===== src/rtl/timer_bank_pkg.sv =====
// Register map, CTRL bit positions and window helpers shared by the timer bank
// top level and its channels.
package timer_bank_pkg;

  localparam int REGS_PER_CH = 4;

  localparam logic [1:0] OFF_CTRL   = 2'd0;
  localparam logic [1:0] OFF_RELOAD = 2'd1;
  localparam logic [1:0] OFF_COUNT  = 2'd2;
  localparam logic [1:0] OFF_STATUS = 2'd3;

  localparam int CTRL_EN  = 0;
  localparam int CTRL_PER = 1;
  localparam int CTRL_IEN = 2;
  localparam int CTRL_W   = 3;

  // The shared PRESC register sits immediately after the last channel block.
  function automatic logic [15:0] presc_off(input int n_ch);
    return 16'(REGS_PER_CH * n_ch);
  endfunction

endpackage


===== src/rtl/timer_channel.sv =====
// One down-counting timer channel: CTRL/RELOAD/COUNT registers plus a sticky
// pending flag, advanced by the shared prescaler tick.
module timer_channel
  import timer_bank_pkg::*;
#(
  parameter int CNT_W = 16
) (
  input  logic              clk,
  input  logic              reset,
  input  logic              tick_i,
  input  logic              ctrl_we_i,
  input  logic              reload_we_i,
  input  logic              pend_clr_i,
  input  logic [15:0]       wdata_i,
  output logic [CTRL_W-1:0] ctrl_o,
  output logic [CNT_W-1:0]  reload_o,
  output logic [CNT_W-1:0]  count_o,
  output logic              pend_o
);

  logic [CTRL_W-1:0] ctrl_q, ctrl_d;
  logic [CNT_W-1:0]  reload_q, reload_d;
  logic [CNT_W-1:0]  count_q, count_d;
  logic              pend_q, pend_d;
  logic              run_s, expire_s, en_rise_s;

  // Next-state: enable edge and idle RELOAD writes load COUNT ahead of any tick.
  always_comb begin
    ctrl_d    = ctrl_q;
    reload_d  = reload_q;
    count_d   = count_q;
    pend_d    = pend_q;
    run_s     = tick_i & ctrl_q[CTRL_EN];
    expire_s  = run_s & (count_q == '0);
    en_rise_s = ctrl_we_i & wdata_i[CTRL_EN] & ~ctrl_q[CTRL_EN];

    if (en_rise_s) begin
      count_d = reload_q;
    end else if (reload_we_i && !ctrl_q[CTRL_EN]) begin
      count_d = wdata_i[CNT_W-1:0];
    end else if (expire_s) begin
      count_d = ctrl_q[CTRL_PER] ? reload_q : count_q;
    end else if (run_s) begin
      count_d = count_q - CNT_W'(1'b1);
    end else begin
      count_d = count_q;
    end

    if (ctrl_we_i) begin
      ctrl_d = wdata_i[CTRL_W-1:0];
    end else if (expire_s && !ctrl_q[CTRL_PER]) begin
      ctrl_d = {ctrl_q[CTRL_IEN], ctrl_q[CTRL_PER], 1'b0};
    end else begin
      ctrl_d = ctrl_q;
    end

    if (reload_we_i) begin
      reload_d = wdata_i[CNT_W-1:0];
    end else begin
      reload_d = reload_q;
    end

    // Expiry beats a same-edge write-1-to-clear so no event is lost.
    if (expire_s) begin
      pend_d = 1'b1;
    end else if (pend_clr_i) begin
      pend_d = 1'b0;
    end else begin
      pend_d = pend_q;
    end
  end

  // Channel state registers.
  always_ff @(posedge clk or negedge reset) begin
    if (!reset) begin
      ctrl_q   <= '0;
      reload_q <= '0;
      count_q  <= '0;
      pend_q   <= 1'b0;
    end else begin
      ctrl_q   <= ctrl_d;
      reload_q <= reload_d;
      count_q  <= count_d;
      pend_q   <= pend_d;
    end
  end

  assign ctrl_o   = ctrl_q;
  assign reload_o = reload_q;
  assign count_o  = count_q;
  assign pend_o   = pend_q;

endmodule


===== src/rtl/timer_bank.sv =====
// Memory-mapped bank of N_CH down-counting timers sharing one prescaler; decodes
// the bus window, muxes read data and packs the masked pending flags into irq.
module timer_bank
  import timer_bank_pkg::*;
#(
  parameter int          N_CH      = 4,
  parameter int          IRQ_W     = 8,
  parameter int          CNT_W     = 16,
  parameter logic [15:0] BASE_ADDR = 16'hFF00,
  parameter logic [15:0] PRESC_RST = 16'd0
) (
  input  logic             clk,
  input  logic             reset,
  input  logic             we,
  input  logic             oe,
  input  logic [15:0]      addr,
  input  logic [15:0]      wdata,
  output logic [15:0]      rdata,
  output logic             hit,
  output logic [IRQ_W-1:0] irq
);

  localparam logic [15:0] PRESC_OFF = presc_off(N_CH);

  logic [15:0]            off_s;
  logic                   presc_sel_s;
  logic                   tick_s;
  logic [15:0]            presc_q, presc_d;
  logic [15:0]            pcnt_q, pcnt_d;
  logic [N_CH-1:0]        pend_s;
  logic [N_CH-1:0]        ien_s;
  logic [N_CH-1:0][15:0]  word_s;
  logic [15:0]            rd_s;

  assign off_s       = addr - BASE_ADDR;
  assign hit         = (addr >= BASE_ADDR) && (off_s <= PRESC_OFF);
  assign presc_sel_s = hit && (off_s == PRESC_OFF);
  assign tick_s      = (pcnt_q == presc_q);

  // Prescaler next-state; a PRESC write restarts the tick phase.
  always_comb begin
    presc_d = presc_q;
    pcnt_d  = pcnt_q;
    if (we && presc_sel_s) begin
      presc_d = wdata;
      pcnt_d  = 16'h0000;
    end else if (tick_s) begin
      pcnt_d  = 16'h0000;
    end else begin
      pcnt_d  = pcnt_q + 16'h0001;
    end
  end

  // Prescaler registers.
  always_ff @(posedge clk or negedge reset) begin
    if (!reset) begin
      presc_q <= PRESC_RST;
      pcnt_q  <= 16'h0000;
    end else begin
      presc_q <= presc_d;
      pcnt_q  <= pcnt_d;
    end
  end

  for (genvar g = 0; g < N_CH; g++) begin : g_ch
    logic              sel_s;
    logic [CTRL_W-1:0] ctrl_s;
    logic [CNT_W-1:0]  reload_s;
    logic [CNT_W-1:0]  count_s;

    assign sel_s = hit && (off_s[15:2] == 14'(g));

    timer_channel #(.CNT_W(CNT_W)) u_ch (
      .clk         (clk),
      .reset       (reset),
      .tick_i      (tick_s),
      .ctrl_we_i   (we && sel_s && (off_s[1:0] == OFF_CTRL)),
      .reload_we_i (we && sel_s && (off_s[1:0] == OFF_RELOAD)),
      .pend_clr_i  (we && sel_s && (off_s[1:0] == OFF_STATUS) && wdata[0]),
      .wdata_i     (wdata),
      .ctrl_o      (ctrl_s),
      .reload_o    (reload_s),
      .count_o     (count_s),
      .pend_o      (pend_s[g])
    );

    assign ien_s[g]  = ctrl_s[CTRL_IEN];
    assign word_s[g] = (off_s[1:0] == OFF_CTRL)   ? 16'(ctrl_s)   :
                       (off_s[1:0] == OFF_RELOAD) ? 16'(reload_s) :
                       (off_s[1:0] == OFF_COUNT)  ? 16'(count_s)  :
                                                    {15'h0000, pend_s[g]};
  end

  // Read mux: at most one channel index matches, so an OR-select suffices.
  always_comb begin
    rd_s = 16'h0000;
    if (oe && presc_sel_s) begin
      rd_s = presc_q;
    end else if (oe && hit) begin
      for (int i = 0; i < N_CH; i++) begin
        rd_s = rd_s | (word_s[i] & {16{off_s[15:2] == 14'(i)}});
      end
    end else begin
      rd_s = 16'h0000;
    end
  end

  assign rdata = rd_s;
  assign irq   = IRQ_W'(pend_s & ien_s);

endmodule


===== config.mk =====
export PLATFORM = sky130hd
export DESIGN_NAME = timer_bank
export DESIGN_NICKNAME = d
export VERILOG_FILES = /design/src/rtl/timer_bank_pkg.sv /design/src/rtl/timer_channel.sv /design/src/rtl/timer_bank.sv
export SDC_FILE = /design/constraint.sdc
export NUM_CORES = 1
export LEC_CHECK = 0
export CAP_MARGIN = 30
export CORE_MARGIN = 1.5
export CORE_UTILIZATION = 61
export CTS_BUF_LIST = sky130_fd_sc_hd__clkbuf_16
export DETAILED_ROUTE_END_ITERATION = 8
export GPL_TIMING_DRIVEN = 0
export PLACE_DENSITY = 0.84
export RECOVER_POWER = 25
export SYNTH_ARGS = -nofsm -noshare
export SYNTH_HDL_FRONTEND = slang
export SYNTH_SLANG_ARGS = --single-unit

===== constraint.sdc =====
create_clock -name clk -period 3.6 [get_ports clk]
set_clock_uncertainty 0.05 [all_clocks]
set_input_delay 0.9 -clock clk [delete_from_list [all_inputs] [get_ports clk]]
set_output_delay 0.9 -clock clk [all_outputs]
set_load 0.01 [all_outputs]

# ---- Word level (Yosys, flattened, before mapping)
# Index checks and enable logic that the tools add are counted.
dict set report totals {
  reg_bits 176
  inputBits 36
}
dict set report classes {
  n_eq_ne 12
  order_cmp 2
  mux 52
  addsub 6
  bitwise_logic 28
  n_reduce_logical 67
}
# operator n
set op_table {}
lappend op_table {{$mux W16} 36}
lappend op_table {{$and A16 B16 Y16} 4}
lappend op_table {{$logic_not A16 Y1} 4}
lappend op_table {{$sub A16 B1 Y16 const B} 4}
lappend op_table {{$or A16 B16 Y16} 3}
lappend op_table {{$logic_and A1 B1 Y1} 37}
lappend op_table {{$eq A14 B2 Y1 const B} 2}
lappend op_table {{$add A16 B1 Y16 const B} 1}
lappend op_table {{$and A1 B1 Y1} 16}
lappend op_table {{$eq A16 B16 Y1} 1}
lappend op_table {{$eq A16 B5 Y1 const B} 1}
lappend op_table {{$ge A16 B16 Y1 const B} 1}
lappend op_table {{$le A16 B5 Y1 const B} 1}
lappend op_table {{$ne A4 B3 Y1 const B} 4}
lappend op_table {{$reduce_bool A2 Y1} 8}
lappend op_table {{$reduce_bool A4 Y1} 4}
lappend op_table {{$sub A16 B16 Y16 const B} 1}
lappend op_table {{$eq A14 B1 Y1 const B} 1}
lappend op_table {{$logic_not A14 Y1} 1}
lappend op_table {{$mux W1} 12}
lappend op_table {{$mux W3} 4}
lappend op_table {{$logic_not A1 Y1} 8}
lappend op_table {{$reduce_and A2 Y1} 4}
lappend op_table {{$and A4 B4 Y4} 1}
lappend op_table {{other kinds (4)} 8}

# ---- Depth between registers and ports, before layout
dict set report depth {
  word_depth 11
  depth_mapped 11
}

# ---- By module
# A second synthesis with hierarchy kept.
dict set report unflattened {
  cells_unflattened 1273
  area_unflattened_um2 11926.4
}
# module area_each_um2 n_inst cells_each seq_area_each_um2
set by_module_without_submodules {}
lappend by_module_without_submodules {timer_channel 2120.8 4 220 900.9}
lappend by_module_without_submodules {timer_bank 3443.3 1 393 800.8}

# ---- Worst setup path before layout
# OpenSTA, ideal clock, no wires.
dict set report synth_timing {
  path_type {input -> output}
  startpoint {in addr[5]}
  endpoint {out rdata[10]}
  arrival_ps 2576
  required_time_ps 2650
  path_slack_ps 74
  path_buffers 1
  path_stages 7
  cell_sequence {or3_1 -> nor3_1 -> nand2_1 -> nor2_1 -> clkbuf_1 -> a22oi_1 -> a21oi_1}
}
dict set report synth_via {
  elab_chain_cells 8
  word_cells_on_any_way 21
}
# item line_no
set synth_rtl {}
lappend synth_rtl {{start: declaration} timer_bank.sv:16} ;# input logic [15:0] addr,
lappend synth_rtl {{branches (longest 7 deep; another with $sub A16 B16 Y16)} --}
lappend synth_rtl {{$mux W16 (*)} timer_bank.sv:97} ;# if (oe && presc_sel_s) begin
lappend synth_rtl {{end: declaration} timer_bank.sv:18} ;# output logic [15:0] rdata,
# Mark *: on every way between the ends.

# ---- Final worst setup path
dict set report layout_timing {
  startpoint {in addr[4]}
  endpoint {reg g_ch[3].u_ch.reload_q[12]}
}
dict set report layout_via {
  elab_chain_cells 6
  word_cells_on_any_way 8
}
# item line_no
set layout_rtl {}
lappend layout_rtl {{$sub A16 B16 Y16} timer_bank.sv:35} ;# assign off_s = addr - BASE_ADDR;
lappend layout_rtl {{$le A16 B5 Y1} timer_bank.sv:36} ;# assign hit = (addr >= BASE_ADDR) && (off_s <= PRESC_OFF);
lappend layout_rtl {{$logic_and A1 B1 Y1} timer_bank.sv:36}
lappend layout_rtl {{$logic_and A1 B1 Y1 (*)} timer_bank.sv:71} ;# assign sel_s = hit && (off_s[15:2] == 14'(g));
lappend layout_rtl {{$logic_and A1 B1 Y1 (*) (2 in a row)} timer_bank.sv:78} ;# .reload_we_i (we && sel_s && (off_s[1:0] == OFF_RELOAD)),
lappend layout_rtl {{end signal: assignment} timer_channel.sv:82} ;# reload_q <= reload_d;
lappend layout_rtl {{end: declaration} timer_channel.sv:22} ;# logic [CNT_W-1:0] reload_q, reload_d;
# Every way passes the cells marked *; elsewhere a longest branch is shown, timed or not.
# A chain may end at the register's enable or synchronous reset.

==> results.md <==
* Part of the power in registers at between 40% and 50%
* Worst Tran Pin Value at ~2.6 ns
* Avg Inst Size Synth at just under 9 um2
* Area grow syn2layout at 19.8%
* Final Setup Violations at 33
* GP Congestion at between 0.9 and 1
* Failing checks: capacitance limit, slew limit, setup timing
* Gr ovfl total at 0
* Reg2reg setup slack at -0.01 ns
* Final non-filler cell total at roughly 1600
* CTS tree: done
* Yosys warnings at 0
* R2r endpoint: g_ch[0].u_ch.count_o[0]
* Slew HR at -74.2%
* Top FF cell, synth: dfrtp_1
* MaxCap Viol Count at 1
* Post-synth EDFFs at 0
* # diodes at 0
* Final Util at around 75%
* Final Critical Period at between 3 and 4 ns
* CTS Buf Count at 17
* Placed Cells at around 1500
* Final hold vios at 0
* Max Clk Rate at 0.266 GHz
* Critical path class: input port to flop
* Comb power frac at a little over an eighth
* Clk_lat worst skew at about 0.45 ns
* Cell Area, Synth at approximately 11000 um2
* Worst-path clk slew at around 0.070 ns
* Hold Startpoint: g_ch[0].u_ch.ctrl_o[2]
* Die area at roughly 19000 um2
* Residual DRC at 0
* Flops & latches, synth at ~180
* RSZ-0062 raised after global routing: yes
* WL/cell at 25.6 um
* DRT iter0 DRCs at approximately 2100
* Status: finished with violations
* Reg-to-Reg Start: pcnt_q[1]
* Pwr dens at between 300 and 400 nW/um2
* Tot GR Track Use at between 40% and 50%
* Synth unique cells at a little under 70
* Core box area at approximately 17000 um2
* Multi-input gate area at slightly below 7000 um2
* Worst Hold Path EP: g_ch[0].u_ch.ctrl_o[2]
* Post-DP HPWL at around 26 mm
* Crit. Startpoint: addr[4]
* Hold Path Class: flop to flop
* Pint at approximately 3.2 mW
* CP Capture Type: flop
* First-pass GRT wire length at slightly below 60 mm
* Sequential cell area at 4400 um2
* Largest net degree at the start of global routing at around 120
* Via-to-Cell Ratio at 7.23
* Placed Area at between 10000 and 15000 um2
* CP required at roughly 3.9 ns
* Worst Hold Slack at 0.491 ns
* Antenna viol nets, final at 0
* Clock tree root driver cell: clkbuf_16
* Synthesized instance count at between 1000 and 1500
* Crit share post-route at 104%
* CTS Sinks at approximately 180
* Die height at roughly 140 um
* Sequential area share after synthesis at approximately two fifths
* Switching Power at between 1 and 1.5 mW
* H-tree level count at 4
* DR vias at 11290
* Final slew viol count at 55
* Hold Path Cell Cnt at 1
* DR pass1 iterations at 7
* Initial antenna violation count at 1
* Lkg Pwr at 5.86 nW
* Asr flop ratio synth at between 90% and 100%
* Commonest cells after routing, fill and taps aside: dfrtp_1 (176), nor2_1 (143), mux2_2 (89)
* Clock Power Share at 39.6%
* Dpl ws at -1.56 ns
* Layout cells sized above 1 at around a quarter
* Worst reg2reg path depth at 8
* Vias in the first global route at approximately 10000
* Fill cell count at 1180
* CTS max path bufs at 2
* Critical Path AT at about 4.0 ns
* Final setup margin at -0.161 ns
* Routed WL at between 40 and 50 mm
* IO Pins at 61
* Die X at approximately 140 um
* Layout Nets at ~1400
* Site Rows at 48
* Fin area at about 13000 um2
* Worst vdd ir at a little under 0.4 mV
* Commonest non-fill, non-tap cell in the layout: dfrtp_1
* Worst-path fanout max at 10
* Switching share of total power at a little under a third
* Starting Density at a little over three fifths
* PortBufs at 40
* Crit path launch type: input port
* CTS hold repair buffers at 0
[synthesized netlist by cell type (22+ instances only)]
master	instances	area [um2]
clkbuf_1	66	248
a21oi_1	96	480
nand2_1	87	327
nor2_1	153	574
a22o_1	29	254
nand3_1	38	190
a22oi_1	39	293
inv_1	23	86.3
o21ai_0	58	290
dfrtp_1	176	4400
mux2_2	89	1000
xor2_1	22	193
nor3_1	39	195
o22ai_1	22	138
xnor2_1	50	438
[sequential cells by signal (all words and copies together) (netlist names)]
name / flops
pcnt_q: 16
g_ch.u_ch.ctrl_o: 12
g_ch.u_ch.pend_o: 4
g_ch.u_ch.count_o: 64
presc_q: 16
g_ch.u_ch.reload_o: 64
[worst max-delay path: stages]
cell,delay (ns)
clkdlybuf4s50_1,0.45
clkbuf_8,0.21
nor4bb_2,0.49
nand4_1,0.51
nor4_2,0.56
buf_4,0.27
buf_2,0.27
mux2_2,0.37
[through the flow]
step	total power, mW	TNS (ns)
floorplan	2.49	0
global placement	2.68	-1075.42
detailed placement	2.71	-88.61
CTS	4.52	-0.346
global route	4.69	-2.95
finish	4.55	-2.49
[power groups by stage]
| stage | sequential [mW] | clock, mW | combinational [mW] |
|---|---|---|---|
| 2_1_floorplan | 2.13 | 0 | 0.361 |
| 3_3_place_gp | 2.15 | 0 | 0.529 |
| 3_5_place_dp | 2.16 | 0 | 0.550 |
| 4_1_cts | 2.12 | 1.80 | 0.589 |
| 5_1_grt | 2.14 | 1.88 | 0.667 |
| 6_report | 2.13 | 1.80 | 0.617 |
[logic make-up after synthesis]
| family | count (synthesis) | synth area share (%) |
|---|---|---|
| compound gates | 320 | 19.0 |
| xor+xnor | 72 | 5.73 |
| fa+ha+maj | 5 | 0.569 |
| buf+inv | 115 | 4.32 |
| flops | 176 | 40.0 |
| mux | 111 | 11.6 |
| other cells | 1 | 0.0341 |
| simple gates | 430 | 18.8 |
[layout make-up]
type,count,share of cell area [%]
sequential,176,33.4
tap,225,2.14
timing repair buffer,72,4.57
buffer,90,4.01
multi-input combinational,942,51.0
inverter,24,0.693
clock buffer,17,3.23
clock inverter,15,0.949
[timing repair]
action | CTS | global route
pin swaps | 32 | 20
hold endpoints to repair | 0 | 0
gates cloned | 1 | 1
endpoints found under the setup margin | 72 | 92
gates resized for setup | 247 | 43
setup buffers | 16 | 10
[routing by layer]
metal | wire length (um) | vias up | share of wire (%) | GRT usage [%]
met5 | 12 | - | 0.030 | 0
li1 | - | 4689 | - | -
met1 | 14400 | 5273 | 36 | 56.3
met4 | 2770 | 2 | 6.9 | 24.2
met3 | 6420 | 268 | 16 | 16.1
met2 | 16400 | 1058 | 41 | 60.4
[how the worst max path moves through the flow]
stage	end	slack [ns]	cells after the start
2_1_floorplan	rdata[10]	0.07	7
3_3_place_gp	g_ch[1].u_ch.reload_o[11]	-5.67	1
3_5_place_dp	rdata[13]	-1.56	8
4_1_cts	g_ch[2].u_ch.count_o[6]	-0.06	10
5_1_grt	rdata[2]	-0.18	9
6_report	g_ch[3].u_ch.reload_o[12]	-0.16	8
Power figures use the tool's default switching activity.
